<file path="config.mk">
export PLATFORM = sky130hd
export DESIGN_NAME = string_hw_csr
export DESIGN_NICKNAME = d
export VERILOG_FILES = /design/src/rtl/string_hw_pkg.sv /design/src/rtl/string_hw_csr.sv
export SDC_FILE = /design/constraint.sdc
export NUM_CORES = 1
export LEC_CHECK = 0
export ABC_AREA = 1
export CORE_UTILIZATION = 35
export DETAILED_ROUTE_END_ITERATION = 7
export PLACE_DENSITY = 0.65
export SLEW_MARGIN = 0
export SYNTH_ARGS = -nofsm -noshare
export SYNTH_HDL_FRONTEND = slang
export SYNTH_SLANG_ARGS = --single-unit
</file>
<file path="constraint.sdc">
create_clock -name clk -period 1.95 [get_ports clk]
set_input_delay 0.195 -clock clk [delete_from_list [all_inputs] [get_ports clk]]
set_output_delay 0.195 -clock clk [all_outputs]
set_load 0.01 [all_outputs]
</file>
<file path="src/rtl/string_hw_pkg.sv">
// string_hw_pkg: constants and types shared by the String_HW front end.
// Opcodes, register addresses, error codes and FSM states.
package string_hw_pkg;

   localparam int MAX_BLOCKS = 2;

   localparam logic [3:0] OP_CMP     = 4'd0;
   localparam logic [3:0] OP_UPPER   = 4'd1;
   localparam logic [3:0] OP_LOWER   = 4'd2;
   localparam logic [3:0] OP_REVERSE = 4'd3;
   localparam logic [3:0] OP_SEARCH  = 4'd4;

   localparam int ADDR_CTRL   = 0;
   localparam int ADDR_STATUS = 1;
   localparam int ADDR_A0     = 2;

   localparam logic [1:0] ERR_NONE    = 2'd0;
   localparam logic [1:0] ERR_INDEX   = 2'd1;
   localparam logic [1:0] ERR_LENGTH  = 2'd2;
   localparam logic [1:0] ERR_TIMEOUT = 2'd3;

   typedef enum logic [1:0] {
      S_IDLE,
      S_RUN,
      S_CAPTURE,
      S_RELEASE
   } state_t;

endpackage

</file>
<file path="src/rtl/string_hw_csr.sv">
// string_hw_csr: Avalon-MM register front end for String_HW.
// Stages operands, runs go/done and captures the result.
module string_hw_csr #(
   parameter int MAX_BLOCKS     = string_hw_pkg::MAX_BLOCKS,
   parameter int TIMEOUT_CYCLES = 64
) (
   input  logic                            clk,
   input  logic                            reset,
   input  logic [3:0]                      address,
   input  logic                            read,
   input  logic                            write,
   input  logic [31:0]                     writedata,
   output logic [31:0]                     readdata,
   output logic                            irq,
   output logic                            go,
   output logic [3:0]                      index,
   output logic [7:0]                      length,
   output logic [0:MAX_BLOCKS*4-1][7:0]    A,
   output logic [0:MAX_BLOCKS*4-1][7:0]    B,
   input  logic                            done,
   input  logic [0:MAX_BLOCKS*4-1][7:0]    Result
);

   import string_hw_pkg::*;

   localparam int NB = MAX_BLOCKS * 4;
   localparam int CW =
      (TIMEOUT_CYCLES > 1) ? $clog2(TIMEOUT_CYCLES) : 1;
   localparam int ADDR_B0 = ADDR_A0 + MAX_BLOCKS;
   localparam int ADDR_R0 = ADDR_B0 + MAX_BLOCKS;
   localparam logic [CW-1:0] CNT_LAST =
      CW'(TIMEOUT_CYCLES - 1);

   state_t                state;
   logic [CW-1:0]         cnt;
   logic                  irq_en;
   logic                  done_flag;
   logic                  error;
   logic [1:0]            err_code;
   logic [0:NB-1][7:0]    res;
   logic [31:0]           rd_mux;
   logic                  busy;
   int                    adr;
   logic [3:0]            wr_idx;
   logic [7:0]            wr_len;
   logic                  start;
   logic                  bad_idx;
   logic                  bad_len;

   assign adr     = int'(address);
   assign busy    = (state != S_IDLE);
   assign irq     = done_flag & irq_en;
   assign wr_idx  = writedata[7:4];
   assign wr_len  = writedata[15:8];
   assign start   = write && !busy &&
                    (adr == ADDR_CTRL) && writedata[0];
   assign bad_idx = (wr_idx > OP_SEARCH);
   assign bad_len = (wr_idx == OP_SEARCH) &&
                    ((wr_len == 8'd0) || (int'(wr_len) > NB));

   // Read mux: selects the register image for the addressed word.
   always_comb begin
      rd_mux = '0;
      if (adr == ADDR_CTRL)
         rd_mux = {15'd0, irq_en, length, index, 4'd0};
      else if (adr == ADDR_STATUS)
         rd_mux = {26'd0, err_code, 1'b0,
                   error, done_flag, busy};
      for (int k = 0; k < MAX_BLOCKS; k++) begin
         for (int b = 0; b < 4; b++) begin
            if (adr == ADDR_A0 + k)
               rd_mux[8*b +: 8] = A[4*k + b];
            if (adr == ADDR_B0 + k)
               rd_mux[8*b +: 8] = B[4*k + b];
            if (adr == ADDR_R0 + k)
               rd_mux[8*b +: 8] = res[4*k + b];
         end
      end
   end

   // Register file, handshake FSM and timeout counter.
   always_ff @(posedge clk) begin
      if (reset) begin
         state     <= S_IDLE;
         cnt       <= '0;
         readdata  <= '0;
         go        <= 1'b0;
         index     <= '0;
         length    <= '0;
         irq_en    <= 1'b0;
         done_flag <= 1'b0;
         error     <= 1'b0;
         err_code  <= ERR_NONE;
         A         <= '0;
         B         <= '0;
         res       <= '0;
      end else begin
         if (read)
            readdata <= rd_mux;

         if (write && adr == ADDR_STATUS) begin
            if (writedata[1])
               done_flag <= 1'b0;
            if (writedata[2]) begin
               error    <= 1'b0;
               err_code <= ERR_NONE;
            end
         end

         if (write && !busy) begin
            if (adr == ADDR_CTRL) begin
               index  <= wr_idx;
               length <= wr_len;
               irq_en <= writedata[16];
            end
            for (int k = 0; k < MAX_BLOCKS; k++) begin
               for (int b = 0; b < 4; b++) begin
                  if (adr == ADDR_A0 + k)
                     A[4*k + b] <= writedata[8*b +: 8];
                  if (adr == ADDR_B0 + k)
                     B[4*k + b] <= writedata[8*b +: 8];
               end
            end
         end

         unique case (state)
            S_IDLE: begin
               if (start) begin
                  if (bad_idx) begin
                     error    <= 1'b1;
                     err_code <= ERR_INDEX;
                  end else if (bad_len) begin
                     error    <= 1'b1;
                     err_code <= ERR_LENGTH;
                  end else begin
                     done_flag <= 1'b0;
                     error     <= 1'b0;
                     err_code  <= ERR_NONE;
                     res       <= '0;
                     go        <= 1'b1;
                     cnt       <= '0;
                     state     <= S_RUN;
                  end
               end
            end
            S_RUN: begin
               if (done) begin
                  state <= S_CAPTURE;
               end else if (cnt == CNT_LAST) begin
                  go       <= 1'b0;
                  error    <= 1'b1;
                  err_code <= ERR_TIMEOUT;
                  state    <= S_RELEASE;
               end else begin
                  cnt <= cnt + 1'b1;
               end
            end
            S_CAPTURE: begin
               res       <= Result;
               go        <= 1'b0;
               done_flag <= 1'b1;
               state     <= S_RELEASE;
            end
            S_RELEASE: begin
               if (!done)
                  state <= S_IDLE;
            end
            default: state <= S_IDLE;
         endcase
      end
   end

endmodule

</file>
# Yosys cells after proc, flatten, opt, wreduce, memory -nomap -nowiden
# Cells that the tools add are included.
# op_classes
addsub	1
mul	0
div_mod_pow	0
magnitude_cmp	2
n_eq_ne	20
n_shift	0
muxes	71
bitwise_logic	1
reduce_logical	23
# op_table
cell	count
2-to-1 mux 64 bit	3
2-to-1 mux 8 bit	24
one-hot mux 64 bit (2 select lines)	1
2-to-1 mux 6 bit	6
logical NOT 32 bit	1
2-to-1 mux 2 bit	13
2-to-1 mux 1 bit	17
2-to-1 mux 17 bit	1
equality test 4 bit, second input constant	4
inequality test 2 bit, second input constant	7
equality test 4 x 3 -> 1 bit, second input constant	3
one-hot mux 6 bit (2 select lines)	1
AND reduction 6 bit	2
AND reduction 2 bit	5
> comparator 8 x 4 -> 1 bit, second input constant	1
logical NOT 8 bit	1
one-hot mux 2 bit (4 select lines)	1
adder 6 x 1 -> 6 bit, second input constant	1
equality test 6 bit, second input constant	1
nonzero test 2 bit	3
logical AND 1 bit	5
AND reduction 5 bit	1
equality test 2 bit, second input constant	2
equality test 4 x 2 -> 1 bit, second input constant	1
other kinds (12)	13
# totals
register_bits	250
latch_bits	0
ramBits	0
mem_bits_ro	0
input_bits	105
output_inout_bits	174
wordCells	152
n_memories	0

# Logic depth before layout (Yosys ltp)
# depth
ltp_word	9
depth_mapped	11

# Worst setup path after synthesis
# OpenSTA, ideal clock, no wires.
# synth_timing
path_kind	reg2reg
from	register state[0]
to	register res[52] in the netlist's numbering
arrival_time_ps	1607
required_ps	1807
slack_ps	200
stages_incl_launch_ff	12
path_cell_list	dfxtp_1 inv_1 ha_1 nand2_1 inv_2 nand3_4 nor2_8 nand3_4 buf_12 buf_8 nand3_2 a21oi_2
# synth_between
elab_chain_cells	7
word_cells_on_any_way	13
cone_classes	4 x eq/ne; 1 x mux; 8 x reduce/logical
# synth_lines
item	line_no	source
start, declared	string_hw_csr.sv:34	state_t state;
start signal, assigned	string_hw_csr.sv:84	state <= S_IDLE;
start signal, assigned	string_hw_csr.sv:142	state <= S_RUN;
start signal, assigned	string_hw_csr.sv:148	state <= S_CAPTURE;
nonzero test 2 bit	string_hw_csr.sv:51	assign busy = (state != S_IDLE);
logical NOT 1 bit	string_hw_csr.sv:55	assign start = write && !busy &&
logical AND 1 bit (2 in a row)	string_hw_csr.sv:55	
logical AND 1 bit	string_hw_csr.sv:56	(adr == ADDR_CTRL) && writedata[0];
inequality test 2 bit (no line)	n/a	
AND reduction 4 bit (no line)	n/a	
end signal, assigned	string_hw_csr.sv:159	res <= Result;
end, declared	string_hw_csr.sv:40	logic [0:NB-1][7:0] res;
# Several ways; a longest one is shown, not always the timed one.
# A chain may end at the register's enable or synchronous reset.

# Worst setup path after layout
# layout_timing
from	register irq_en
to	output irq
# layout_between
elab_chain_cells	1
# layout_lines
item	line_no	source
start, declared	string_hw_csr.sv:36	logic irq_en;
start signal, assigned	string_hw_csr.sv:114	irq_en <= writedata[16];
AND 1 bit	string_hw_csr.sv:52	assign irq = done_flag & irq_en;
end, declared	string_hw_csr.sv:14	output logic irq,
# Every way passes these cells.

==> results by group <==
Synth
  • Seq cells post-synth: 250
  • Sequential cell area fraction in the yosys report: 41.6%
  • Synth Instances: 1552
  • Unique cell type count in the Yosys netlist: 43
  • EDFF count, synth: 0
  • Post-Syn Area: 12000 sq um
  • Avg Synthesized Cell Area: 7.75 sq um
  • Async set-reset flop share out of synthesis: 0%
  • Most used flip-flop cell after synthesis: dfxtp_1
  • Most area-consuming cells after synthesis: dfxtp_1 42%, nand3_2 8.5%, nand2_1 8.2%, a21oi_1 7.9%, inv_1 4.9%
  • Synth warn: 0
  • Post-Syn Nets: 1662
  • Cell taking the most area after synthesis: dfxtp_1
  • Yosys top cell area share: 41.6%

Setup path
  • Setup CP Type: reg2out
  • Worst EP arrival: 1.64 ns
  • Worst setup EP type: output port
  • Worst-path maximum fanout: 2
  • R2R cell count: 9
  • Launch point of the worst reg-to-reg path: state[0]$_SDFFE_PP0P_
  • CP startpoint: irq_en$_SDFFE_PP0P_
  • CP startpoint kind: flip-flop
  • Worst R2R Setup Slack: 0.12 ns
  • Reg-to-Reg End: res[56]$_SDFFE_PP0P_
  • CP required: 1.75 ns

Status
  • Outcome: finished clean

Clock network
  • Worst-Skew Late Latency: 0.55 ns
  • TritonCTS Sinks: 250
  • Htree depth: 1
  • Setup Fix Bufs, Post-CTS: 0
  • Total CTS buffers: 28
  • Root Driver: clkbuf_16
  • TritonCTS clock tree: yes
  • Clock buffer depth: 3
  • Worst-path clk slew: 0.06 ns

Routing
  • DRC violation count after routing: 0
  • Antenna-violating nets left: 0
  • Met2 WL: 18.7 mm
  • Routed via count: 12042
  • Detailed Routing Iterations Pass 1: 7
  • Routed wl met3: 4.52 mm
  • Post-DR vias/cell: 5.14
  • Wire per inst: 19.1 um
  • Detailed Route WL: 44.8 mm
  • WL met1: 20.3 mm
  • DR top layer: met4
  • DRT iter0 DRCs: 912

Pwr
  • Combinational power share: 9.9%
  • Leak pwr: 5.92 nW
  • NetSw: 0.00289 W
  • Part of the power in registers: 44.5%
  • Pwr dens: 696 nW/um^2
  • Switching share of total power: 24.5%
  • Clock Power Share: 45.5%
  • VDD IR max: 0.629 mV
  • Internal Dissipation: 0.00890 W

Layout
  • Core Util, Final: 50.3%
  • Most common cell after layout, fill and taps aside: clkdlybuf4s50_1
  • Share of layout cells above drive strength 1: 19.5%
  • Design Area, Final: 17000 sq um
  • Fill count: 3200
  • Area delta synth->final: 40.9%
  • NumNets Final: 1980
  • Most frequent cells in the layout: 276 x clkdlybuf4s50_1, 261 x nand2_1, 250 x dfxtp_1, 189 x a21oi_1, 157 x inv_1

GRT
  • Remaining global-route overflow: 0
  • Largest net degree at the start of global routing: 66
  • First-pass GRT wire length: 67.1 mm
  • All-layer global routing usage: 24.6%
  • Number of global-route vias before repair: 11328
  • Initial antenna violation count: 1

Floorplanning
  • Die area: 35100 sq um
  • Die height: 187 um
  • Num rows: 67
  • Io pins: 279
  • Die Wd: 187 um
  • Total core area: 33700 sq um
  • Initial core utilization: 35.7%

Timing
  • Fin. Hold Viols: 0
  • Fin Setup TNS: 0 ns
  • Final setup violation count: 0
  • Final worst path period need: 1.83 ns
  • Worst-Margin Slew: 0.652 ns
  • Relative slew slack: 56.5%
  • Final Max Tran Viols: 0
  • Period utilization: 93.9%
  • Final setup margin: 0.118 ns
  • FMAX: 0.546 GHz
  • Skew final: 0.0108 ns

Flow run
  • Max-Cap Viols: 0

Placement
  • Number of port buffers: 278
  • Post-DP HPWL: 33.7 mm
  • GPL Wtd Cong: 0.942
  • Post-DP Area: 16000 sq um
  • Place WS: -0.310 ns

Hold path
  • Hold path depth: 3
  • WHS Endpoint: res[12]$_SDFFE_PP0P_
  • Hold path start: Result[12]
  • HP Class: in2reg
[metrics by stage]
stage          instances  hold WS [ns]  total power [W]
6_report            2341         0.219           0.0118
5_1_grt             2341         0.229           0.0121
4_1_cts             2339         0.205           0.0118
3_5_place_dp        2286         0.461          0.00651
3_3_place_gp        2286         0.453          0.00651
2_1_floorplan       1552         0.338          0.00579
[timing repair]
item	4_1_cts	5_1_grt
hold buffers	1	0
resized for setup	0	4
endpoints found under the hold margin	8	0
setup endpoints to repair	0	9
[kinds of logic (layout without fill, tap and decap cells)]
logic type / after synthesis / after routing / share of synthesized area, %
other: 0 / 1 / 0
adders and majority gates: 5 / 5 / 0.520
xor gates and xnor gates: 1 / 1 / 0.0728
and+or+nand+nor: 628 / 629 / 28.1
DFF: 250 / 250 / 41.6
buffers and inverters: 279 / 618 / 10.8
AOI/OAI and AO/OA: 389 / 389 / 18.9
[worst max-delay path by stage]
stage	to	slack, ns	depth (start not counted)
after floorplan	res[52]$_SDFFE_PP0P_	0.20	11
after global placement	readdata[12]$_SDFFE_PP0P_	-0.27	11
after detailed placement	readdata[12]$_SDFFE_PP0P_	-0.31	10
after CTS	cnt[4]$_SDFFE_PP0P_	0.06	10
after global routing	state[1]$_SDFFE_PP0P_	-0.04	8
final	irq	0.12	3
[critical path, cell delays in order (launching register included)]
cell,delay [ns]
dfxtp_1,0.39
nand2_1,0.10
inv_1,0.07
clkdlybuf4s50_1,0.53
[cells in the mapped netlist, types with 2 or more instances]
library cell / number
nand2_1: 262
dfxtp_1: 250
a21oi_1: 189
inv_1: 157
nand3_1: 109
nand3_2: 102
o21ai_0: 102
nor2_1: 91
a21oi_2: 61
clkbuf_1: 51
buf_2: 35
nand4_1: 29
nor3_1: 10
buf_4: 9
o22ai_1: 8
buf_12: 7
inv_2: 7
o2111ai_1: 7
buf_1: 6
o211a_1: 6
o211ai_1: 6
ha_1: 5
nor2_4: 5
a31oi_1: 4
buf_8: 4
nor3b_1: 4
o21ai_1: 4
or2_2: 3
and3_1: 2
buf_6: 2
nand2_4: 2
nand3_4: 2
[registers in the layout, indices dropped and copies added, names as in the netlist]
signal     cells
length         8
state          2
A             64
readdata      32
index          4
go             1
B             64
err_code       2
done_flag      1
cnt            6
irq_en         1
res           64
error          1
[power groups by stage]
stage               clock [W]  sequential, W  combinational, W
floorplan                   0        0.00538          0.000408
global placement            0        0.00536           0.00115
detailed placement          0        0.00536           0.00115
CTS                   0.00542        0.00525           0.00116
global route          0.00563        0.00526           0.00125
finish                0.00537        0.00525           0.00117
[routing by layer]
metal  global-route usage (%)  up-vias
met5                        0        -
met2                     35.8      572
met3                     6.00       67
met4                     7.66        0
met1                     35.4     5597
li1                         -     5806
[final cells by class]
cell class / count / area (sq um) / area share (%)
Sequential cell: 250 / 5000 / 29.5
Tap cell: 448 / 561 / 3.31
Multi-Input combinational cell: 1024 / 5760 / 34.0
Antenna cell: 1 / 2.50 / 0.0148
Clock buffer: 39 / 812 / 4.79
Clock inverter: 13 / 133 / 0.782
Timing Repair Buffer: 401 / 4060 / 23.9
Inverter: 165 / 622 / 3.67
Note: power is estimated with default switching activity, not from simulation.
